<file path="src/rtl/hvac_zone_ctrl.sv">
// rtl/hvac_zone_ctrl.sv - per-zone heat/cool hysteresis controller with dwell timer and sensor-fault detection
// Each zone runs its own IDLE/HEAT/COOL machine; only mode and reset are shared.
module hvac_zone_ctrl #(
  parameter int TEMP_W    = 5,
  parameter int ZONES     = 4,
  parameter int HEAT_ON   = 18,
  parameter int HEAT_OFF  = 20,
  parameter int COOL_ON   = 22,
  parameter int COOL_OFF  = 20,
  parameter int MIN_DWELL = 4
) (
  input  logic                    clk,
  input  logic                    rst_n,
  input  logic [1:0]              mode,
  input  logic [ZONES*TEMP_W-1:0] temperature,
  output logic [ZONES-1:0]        heating,
  output logic [ZONES-1:0]        cooling,
  output logic [ZONES-1:0]        fault
);

  localparam int DW_MAX = (MIN_DWELL < 1) ? 1 : MIN_DWELL;
  localparam int CNT_W  = $clog2(DW_MAX + 1);

  localparam logic [TEMP_W-1:0] HEAT_ON_T  = TEMP_W'(HEAT_ON);
  localparam logic [TEMP_W-1:0] HEAT_OFF_T = TEMP_W'(HEAT_OFF);
  localparam logic [TEMP_W-1:0] COOL_ON_T  = TEMP_W'(COOL_ON);
  localparam logic [TEMP_W-1:0] COOL_OFF_T = TEMP_W'(COOL_OFF);
  localparam logic [TEMP_W-1:0] SENSOR_BAD = '1;
  localparam logic [CNT_W-1:0]  CNT_MAX    = CNT_W'(DW_MAX);
  localparam logic [CNT_W-1:0]  CNT_RST    = CNT_W'(MIN_DWELL);
  localparam logic [CNT_W-1:0]  CNT_ONE    = CNT_W'(1);

  if (!(HEAT_ON < HEAT_OFF && HEAT_OFF <= COOL_OFF && COOL_OFF < COOL_ON &&
        COOL_ON < (1 << TEMP_W) - 1)) begin : g_bad_params
    $fatal(1, "hvac_zone_ctrl: illegal threshold parameters");
  end

  typedef enum logic [1:0] {IDLE = 2'd0, HEAT = 2'd1, COOL = 2'd2} state_e;

  for (genvar z = 0; z < ZONES; z++) begin : g_zone
    state_e             state_q, state_d;
    logic [CNT_W-1:0]   cnt_q, cnt_d;
    logic               fault_q, fault_d;
    logic [TEMP_W-1:0]  temp;
    logic               sensor_bad;
    logic               forced;
    logic               dwell_ok;

    assign temp       = temperature[z*TEMP_W +: TEMP_W];
    assign sensor_bad = (temp == SENSOR_BAD);

    // With MIN_DWELL of 0 or 1 every cycle already satisfies the dwell.
    if (MIN_DWELL <= 1) begin : g_no_dwell
      assign dwell_ok = 1'b1;
    end else begin : g_dwell
      assign dwell_ok = (cnt_q >= CNT_RST);
    end

    always_comb begin
      state_d = state_q;
      fault_d = 1'b0;
      cnt_d   = (cnt_q == CNT_MAX) ? cnt_q : cnt_q + CNT_ONE;
      forced  = sensor_bad || (mode == 2'b00) ||
                (mode == 2'b01 && state_q == COOL) ||
                (mode == 2'b10 && state_q == HEAT);

      if (forced) begin
        state_d = IDLE;
        fault_d = sensor_bad;
        cnt_d   = CNT_ONE;
      end else if (dwell_ok) begin
        unique case (state_q)
          IDLE: begin
            if (temp <= HEAT_ON_T && mode[0])      state_d = HEAT;
            else if (temp >= COOL_ON_T && mode[1]) state_d = COOL;
          end
          HEAT:    if (temp >= HEAT_OFF_T) state_d = IDLE;
          COOL:    if (temp <= COOL_OFF_T) state_d = IDLE;
          default: state_d = IDLE;
        endcase
        if (state_d != state_q) cnt_d = CNT_ONE;
      end
    end

    always_ff @(posedge clk) begin
      if (!rst_n) begin
        state_q <= IDLE;
        cnt_q   <= CNT_RST;
        fault_q <= 1'b0;
      end else begin
        state_q <= state_d;
        cnt_q   <= cnt_d;
        fault_q <= fault_d;
      end
    end

    assign heating[z] = (state_q == HEAT);
    assign cooling[z] = (state_q == COOL);
    assign fault[z]   = fault_q;
  end

endmodule

</file>
<file path="config.mk">
export PLATFORM = sky130hd
export DESIGN_NAME = hvac_zone_ctrl
export DESIGN_NICKNAME = d
export VERILOG_FILES = /design/src/rtl/hvac_zone_ctrl.sv
export SDC_FILE = /design/constraint.sdc
export NUM_CORES = 1
export LEC_CHECK = 0
export ABC_CLOCK_PERIOD_IN_PS = 4670
export BUFFER_PORTS_ARGS = -buffer_cell sky130_fd_sc_hd__buf_4
export CORE_MARGIN = 8
export CORE_UTILIZATION = 40
export CTS_BUF_LIST = sky130_fd_sc_hd__clkbuf_2 sky130_fd_sc_hd__clkbuf_4 sky130_fd_sc_hd__clkbuf_8
export CTS_CLUSTER_DIAMETER = 100
export DETAILED_ROUTE_END_ITERATION = 8
export GPL_TIMING_DRIVEN = 0
export SLEW_MARGIN = 20
export SYNTH_ARGS = -nofsm -noshare
export SYNTH_HDL_FRONTEND = slang
export SYNTH_SLANG_ARGS = --single-unit
export TNS_END_PERCENT = 1
</file>
<file path="constraint.sdc">
create_clock -name clk -period 4.67 [get_ports clk]
set_input_delay 0.934 -clock clk [delete_from_list [all_inputs] [get_ports clk]]
set_output_delay 0.934 -clock clk [all_outputs]
set_load 0.05 [all_outputs]
</file>
After elaboration in Yosys (flattened, before gate mapping)
Cells that the tools add are included.

word-level totals
  bits in registers = 24
  bits of input ports = 24
  output and inout port bits = 12

operators by class
  add/sub/neg operators = 4
  order comparisons = 20
  equality and inequality tests = 22
  muxes and demuxes = 44
  bitwise logic cells = 1
  reductions and logical operators = 41

operators with widths
  cell                                                                   count
  2-bit two-way mux                                                      24
  3-bit two-way mux                                                      16
  5-bit greater-or-equal comparator, second input constant               8
  5-bit <= comparator, second input constant                             8
  2-bit one-hot mux with 3 select lines                                  4
  5-bit equality test, second input constant                             4
  1-bit logical AND                                                      16
  3-bit by 1-bit adder with 3-bit output, second input constant          4
  3-bit equality test, second input constant                             4
  3-bit greater-or-equal comparator, second input constant               4
  1-bit logical OR                                                       12
  2-bit by 1-bit equality test with 1-bit output, second input constant  5
  2-bit equality test, second input constant                             5
  2-bit zero test                                                        5
  2-bit inequality test                                                  4
  2-bit AND reduction                                                    4
  2-bit OR reduction                                                     4
  1-bit NOT                                                              1

Longest topological paths before layout
Gate-level depths: netlist of the first run.

  depth in word-level cells = 11
  depth in mapped cells = 6
  mapped depth without buffers = 6

Worst setup path after synthesis of the first run
No wires, ideal clock.

  path kind = input to register
  start point = input port temperature[17]
  end point = register g_zone[3].cnt_q[0]
  arrival = 2.016 ns
  required time = 4.548 ns
  slack = 2.532 ns
  stages on the path = 5
  cell sequence = or2_1 a221o_1 a211oi_2 o211ai_1 o311a_1

on the way
  word-level cells in the longest chain between the ends = 11
  elaborated cells on any way between the ends = 21
  classes of those cells = 4 x order compare; 2 x eq/ne; 10 x mux; 5 x reduce/logical

ends and longest elaborated chain
  element                                line  source
  start, declared                        15    input logic [ZONES*TEMP_W-1:0] temperature,
  5-bit greater-or-equal comparator      75    else if (temp >= COOL_ON_T && mode[1]) state_d = COOL;
  1-bit logical AND                      75
  2-bit two-way mux                      75
  2-bit two-way mux                      74    if (temp <= HEAT_ON_T && mode[0]) state_d = HEAT;
  2-bit one-hot mux with 3 select lines  72    unique case (state_q)
  2-bit two-way mux                      71    end else if (dwell_ok) begin
  2-bit two-way mux                      67    if (forced) begin
  2-bit inequality test                  81    if (state_d != state_q) cnt_d = CNT_ONE;
  3-bit two-way mux                      81
  3-bit two-way mux                      71
  3-bit two-way mux *                    67
  end signal, assigned                   92    cnt_q <= cnt_d;
  end, declared                          42    logic [CNT_W-1:0] cnt_q, cnt_d;

Every way passes the cells marked *; elsewhere a longest branch is shown, timed or not. The select of a mux whose other input is x is not followed.
A chain may end at the register's enable or synchronous reset.

Worst setup path after layout of the first run
  start point = register g_zone[2].state_q[1]
  end point = output port cooling[2]

on the way
  word-level cells in the longest chain between the ends = 1

ends and longest elaborated chain
  element                 line  source
  start, declared         41    state_e state_q, state_d;
  start signal, assigned  91    state_q <= state_d;
  2-bit equality test     98    assign cooling[z] = (state_q == COOL);
  end, declared           17    output logic [ZONES-1:0] cooling,

Every way passes these cells.

==> out/results.ini, run 1 <==
[outcome]
status=completed

[layout]
layout-drive-gt1-share_pct=22.9
layout.nets=264
antenna_cells=0
syn2layout_area_growth_pct=24.1
fin_cells=281

[clock_tree]
clockRootBuffer=clkbuf_8
cts.repair.resized=0
clock_latency_ns=0.27
clkTransAtPathRegs_ns=0.09
cts_buffers=3
clock_path_buffers=2
postCtsSetupRepairBufs=0
cts_hold_buf=0
cts_tree=built
cts.sinks=24
htreeDepth=1

[floorplan]
start_util_pct=40.6
rows=23
dieArea_mm2=0.00621
pin_count=36
core_area_mm2=0.00388
die_y_um=78.8
fp.dieW_um=78.8

[yosys]
async_flop_share_pct=0
syn-cell-area_mm2=0.00158
synth-seq-cells=24
syn_nets=224
yosys_warnings=0
synth_edf_count=0
synth_area_leader_cell=dfxtp_1
ys.flop_type=dfxtp_1
synth_commonest_cells=dfxtp_1, inv_1, nor2b_1
ys_types=53
seq_area_frac_synth_pct=30.4
synth.most_common_cell=dfxtp_1
syn_area_per_cell_um2=8.22
ys_top_cells_by_area=dfxtp_1, ha_1, nor2b_1
netlist_instances=192
yosysTopAreaCellShare_pct=30.4

[critical_path]
cp.required_ns=3.74
reg2regPathDepth=5
reg2reg_to=g_zone[3].cnt_q[0]$_SDFF_PN0_
startpoint_type=flop
path_max_fanout=9
crit_path_start=g_zone[2].state_q[1]$_SDFFE_PP0N_
endpoint=cooling[2]
cp-end-kind=output pin
crit_type=flop to output pin
rrSetupSlack_ns=3.09
critPathArrivalTime_ns=1.20
reg2reg_from=g_zone[3].state_q[0]$_SDFFE_PP0N_

[min_path]
min_from=g_zone[2].cnt_q[0]$_SDFF_PN0_
min_path_type=flop to flop
hold_depth=1

[routing]
dr_total_vias=1494
ant_nets=0
routed_wl_mm=3.67
drcViolationCount=0
vias_per_cell=5.32
firstDrtPassIters=4
drt-initial-drc-count=105
wl_per_cell_um=13.1

[sta]
finalCritPeriodShare_pct=45.6
max_slew_margin_pct=69.8
finalSetupViolCount=0
tns_ns=0
rsz0062_at_grt=false
fin_worst_skew_ns=0.00646
min_period_ns=2.13
max_freq_mhz=469
worst_slew_pin_slew_ns=0.453
slew_viol_final=0
hold_viol_final=0

[global_routing]
grt.overflow.total=0
antenna_found_initial=0
grt_max_degree=14
grtUsageTotal_pct=12.1
grt_pass1_wl_mm=6.24
grt_pass1_vias=1418

[pwr]
finalPower_mw=0.550
peakVddDrop_uv=172
p_leak_nw=0.844
power_density_mw_per_mm2=281

[placement]
portBuffers=35
place_inst=277
post-dp-hpwl_mm=2.96
place.gp.congestion=0.796

[run]
maxCapViolations=0

[area by class of cell]
type | count | area, um^2
Inverter | 18 | 67.6
Clock buffer | 4 | 55.1
Buffer | 8 | 51.3
Sequential cell | 24 | 480
Fill cell | 383 | 1930
Multi-Input combinational cell | 142 | 980
Timing Repair Buffer | 35 | 263
Tap cell | 50 | 62.6
[where the power goes]
group	leakage (nW)	switching [mW]	internal (mW)
Clock	0.0288	0.0664	0.0753
Combinational	0.618	0.0942	0.0779
Sequential	0.198	0.0136	0.223
[layout by cell type, fill, tap and decap left out, types with 4 or more instances in the layout]
master | Yosys | final
o211ai_1 | 4 | 4
dfxtp_1 | 24 | 24
a21oi_1 | 7 | 7
ha_1 | 8 | 8
nor3_1 | 9 | 9
a31oi_1 | 5 | 5
nor3b_1 | 4 | 4
clkbuf_8 | 0 | 4
and3_1 | 4 | 4
nand3_1 | 5 | 5
a211oi_1 | 4 | 4
inv_1 | 17 | 17
nor2_1 | 8 | 8
buf_4 | 4 | 39
nand2_1 | 11 | 11
o21a_1 | 8 | 8
nand4b_1 | 4 | 4
nor2b_1 | 13 | 13
o21ai_0 | 4 | 4
[stage by stage]
stage / setup slack [ns] / hold WS, ns / util [%] / cell area [um^2]
finish: 2.54 / 0.496 / 50.4 / 1960
global route: 2.46 / 0.528 / 50.4 / 1960
CTS: 2.53 / 0.501 / 50.4 / 1960
detailed placement: 2.28 / 0.486 / 49.0 / 1900
global placement: 2.27 / 0.493 / 49.0 / 1900
floorplan: 2.53 / 0.456 / - / 1580
[critical path, cell delays in order (launching register included)]
cell	delay, ns
dfxtp_1	0.48
nor2b_1	0.22
buf_4	0.23
[worst min-delay path by stage]
stage                                          endpoint
final                     g_zone[2].cnt_q[0]$_SDFF_PN0_
after global routing      g_zone[2].cnt_q[0]$_SDFF_PN0_
after global placement    g_zone[2].cnt_q[0]$_SDFF_PN0_
after floorplan           g_zone[2].cnt_q[0]$_SDFF_PN0_
after detailed placement  g_zone[2].cnt_q[0]$_SDFF_PN0_
after CTS                 g_zone[2].cnt_q[0]$_SDFF_PN0_
[kinds of logic (layout without fill, tap and decap cells)]
family | count (synthesis) | count (layout) | share of synthesized area (%)
and+or+nand+nor | 73 | 73 | 27.1
DFF | 24 | 24 | 30.4
xor gates and xnor gates | 1 | 1 | 0.555
adders and majority gates | 8 | 8 | 6.34
AOI/OAI and AO/OA | 60 | 60 | 28.1
buffers and inverters | 26 | 65 | 7.53
[routing by layer]
metal / vias up / GRT usage [%] / share of wire (%)
met3: 4 / 3.16 / 4.4
met2: 25 / 21.0 / 47
met5: - / 0 / 0
met4: 0 / 3.89 / 1.2
met1: 681 / 14.2 / 47
li1: 784 / - / -
[registers in the layout (all words and copies together) (netlist names)]
register	cells
g_zone.fault_q	4
g_zone.cnt_q	12
g_zone.state_q	8
No activity file was read; power rests on OpenSTA's default activity.
==> inputs of run 2 (changes only) <==
--- a/config.mk
+++ b/config.mk
@@ -5,7 +5,8 @@
 export SDC_FILE = /design/constraint.sdc
 export NUM_CORES = 1
 export LEC_CHECK = 0
-export ABC_CLOCK_PERIOD_IN_PS = 4670
+export ABC_AREA = 1
+export ABC_CLOCK_PERIOD_IN_PS = 2200
 export BUFFER_PORTS_ARGS = -buffer_cell sky130_fd_sc_hd__buf_4
 export CORE_MARGIN = 8
 export CORE_UTILIZATION = 40
==> constraint.sdc (replaced) <==
create_clock -name clk -period 2.2 [get_ports clk]
set_input_delay 0.44 -clock clk [delete_from_list [all_inputs] [get_ports clk]]
set_output_delay 0.44 -clock clk [all_outputs]
set_load 0.05 [all_outputs]
==> run 2 against run 1 <==
  * Non-clock buffer count decreased by 3
  * Clock skew decreased by 0.0027 ns
  * Synthesized cell count increased by 33%
  * Die area increased by 1.1%
  * Sequential share of layout area decreased by 0.39 points
  * First-iteration DRC count decreased by 30%
  * Clock power increased to 2.7 times the previous value
  * Routed wire length increased by 0.63%
  * Cell area increased by 1.6%
  * Combinational power increased to 3.2 times the previous value
  * Synthesized area increased by 1.4%
  * Count of clock-buffer cells in the layout decreased by 1
  * Largest cell class unchanged
  * Largest power group unchanged
==> out/results.ini, run 2 <==
[floorplan]
pin_count=36
fp.dieW_um=79.3
dieArea_mm2=0.00628
core_area_mm2=0.00391
start_util_pct=40.9
rows=23
die_y_um=79.3

[placement]
portBuffers=34
place.gp.congestion=0.795
post-dp-hpwl_mm=2.95

[sta]
finalSetupViolCount=0
fin_worst_skew_ns=0.00377
min_period_ns=1.63
hold_ws_ns=0.413
slew_viol_final=0
max_freq_mhz=612
max_slew_margin_pct=76.6
finalCritPeriodShare_pct=74.2
rsz0062_at_grt=false
tns_ns=0
worst_slew_pin_slew_ns=0.348
hold_viol_final=0

[layout]
top_regs=g_zone.cnt_q x12, g_zone.state_q x8, g_zone.fault_q x4
layout.nets=327
fill_cells=428
regMostFlops=g_zone.cnt_q
final_common_cell=nand2_1
antenna_cells=0
syn2layout_area_growth_pct=24.3
largest_reg_flops=12
layout-drive-gt1-share_pct=16.3
layout_common_cells=nand2_1, inv_1, buf_4, nor2_1, dfxtp_1

[routing]
routed_wl_mm=3.69
wl_per_cell_um=10.7
vias_per_cell=4.63
drcViolationCount=0
ant_nets=0
dr_total_vias=1592
firstDrtPassIters=4
drt-initial-drc-count=73

[yosys]
synthAdderAreaFrac_pct=6.25
synth_commonest_cells=nand2_1, inv_1, nor2_1
seq_area_frac_synth_pct=30.0
synth_edf_count=0
synth_area_leader_cell=dfxtp_1
yosysTopAreaCellShare_pct=30.0
async_flop_share_pct=0
syn_nets=288
syn_area_per_cell_um2=6.26
yosys_warnings=0
synth-seq-cells=24
synth_top_family_by_area=simple AND/OR/NAND/NOR gates
synth_compound_area_share_pct=10.5
ys_top_cells_by_area=dfxtp_1, nand2_1, inv_1
yosys.area_share.simple_pct=36.0
netlist_instances=256
ys.flop_type=dfxtp_1
syn-cell-area_mm2=0.00160
muxShareOfSynthArea_pct=0
ys_types=27
synth.most_common_cell=nand2_1
synth_xor_area_share_pct=3.28

[critical_path]
cp-end-kind=output pin
path_max_fanout=6
critPathArrivalTime_ns=1.19
cp.required_ns=1.76
crit_type=flop to output pin
startpoint_type=flop

[clock_tree]
cts.repair.resized=0
clock_latency_ns=0.27
cts_buffers=3
clkTransAtPathRegs_ns=0.09
htreeDepth=1
cts_tree=built
postCtsSetupRepairBufs=0
cts.sinks=24
clockRootBuffer=clkbuf_8
cts_hold_buf=0
clock_path_buffers=2

[run]
maxCapViolations=0

[pwr]
pwr-share-comb_pct=36.1
p_leak_nw=1.08
peakVddDrop_uv=399
power_density_mw_per_mm2=758
clockPowerShare_pct=25.8
p_int_mw=0.960
p_switching_mw=0.548
switching_share_pct=36.3
seqPwrFrac_pct=38.0

[global_routing]
grt_pass1_vias=1490
antenna_found_initial=0
grt.overflow.total=0
grtUsageTotal_pct=12.2
grt_pass1_wl_mm=6.43
grt_max_degree=15

[min_path]
min_path_type=input pin to flop

[outcome]
status=completed

## run 2: changes by cell type in the layout (fill, tap and decap cells not counted), moves of 8 or more
cell     previous run  this run
nand2_1            11        60
inv_1              17        47
nor2b_1            13         0
nand4_1             1         9
nor2_1              8        32
nand3_1             5        18
## run 2: logic make-up (layout without fill, tap and decap cells)
logic type               count (synthesis)  after routing
AND/OR/NAND/NOR                        132            132
buffers and inverters                   55             93
AO/OA/AOI/OAI                           31             31
flip-flops                              24             24
adder cells (fa/ha/maj)                  8              8
XOR/XNOR                                 6              6
## run 2: power groups by stage
stage / registers (mW) / clock network (mW) / logic [mW]
final: 0.574 / 0.390 / 0.545
after global routing: 0.588 / 0.420 / 0.622
after CTS: 0.574 / 0.400 / 0.551
after detailed placement: 0.582 / 0 / 0.548
after global placement: 0.583 / 0 / 0.545
after floorplan: 0.565 / 0 / 0.413
## run 2: final timing paths
path | startpoint | to | slack [ns] | cells after the start
min reg2reg | g_zone[1].cnt_q[2]$_SDFF_PN1_ | g_zone[1].state_q[1]$_SDFFE_PP0N_ | 0.55 | 1
max reg2reg | g_zone[3].state_q[0]$_SDFFE_PP0N_ | g_zone[3].cnt_q[0]$_SDFF_PN0_ | 0.82 | 10
min | rst_n | g_zone[2].cnt_q[2]$_SDFF_PN1_ | 0.41 | 2
max | g_zone[0].state_q[1]$_SDFFE_PP0N_ | cooling[0] | 0.57 | 3
## run 2: metrics by stage
stage	cells	instance area, um^2	power (mW)	utilization, %	worst slack [ns]
2_1_floorplan	256	1600	0.979	-	0.381
6_report	344	1990	1.51	50.9	0.567
3_5_place_dp	340	1920	1.13	49.0	0.674
4_1_cts	344	1990	1.52	50.9	0.558
5_1_grt	344	1990	1.63	50.9	0.469
3_3_place_gp	340	1920	1.13	49.0	0.657
## run 2: layout make-up
class	instances	area [um^2]	share of cell area, %
plain buffers	6	38.8	1.95
clock inverters	1	30.0	1.51
multi-input cells	177	898	45.1
clock buffers	3	41.3	2.07
repair buffers	34	255	12.8
inverters	49	184	9.24
flip-flops and latches	24	480	24.1
well taps	50	62.6	3.14
## run 2: routing by layer
| metal | global-route usage, % | up-vias | share of wire [%] |
|---|---|---|---|
| li1 | - | 882 | - |
| met1 | 16.1 | 677 | 49 |
| met2 | 19.5 | 31 | 45 |
| met3 | 3.39 | 2 | 5.2 |
| met4 | 2.04 | 0 | 0.51 |
| met5 | 0 | - | 0 |
## run 2: worst max-delay path: stages (launching register included)
cell     delay [ns]
dfxtp_1        0.43
inv_1          0.10
nor2_1         0.17
buf_4          0.23
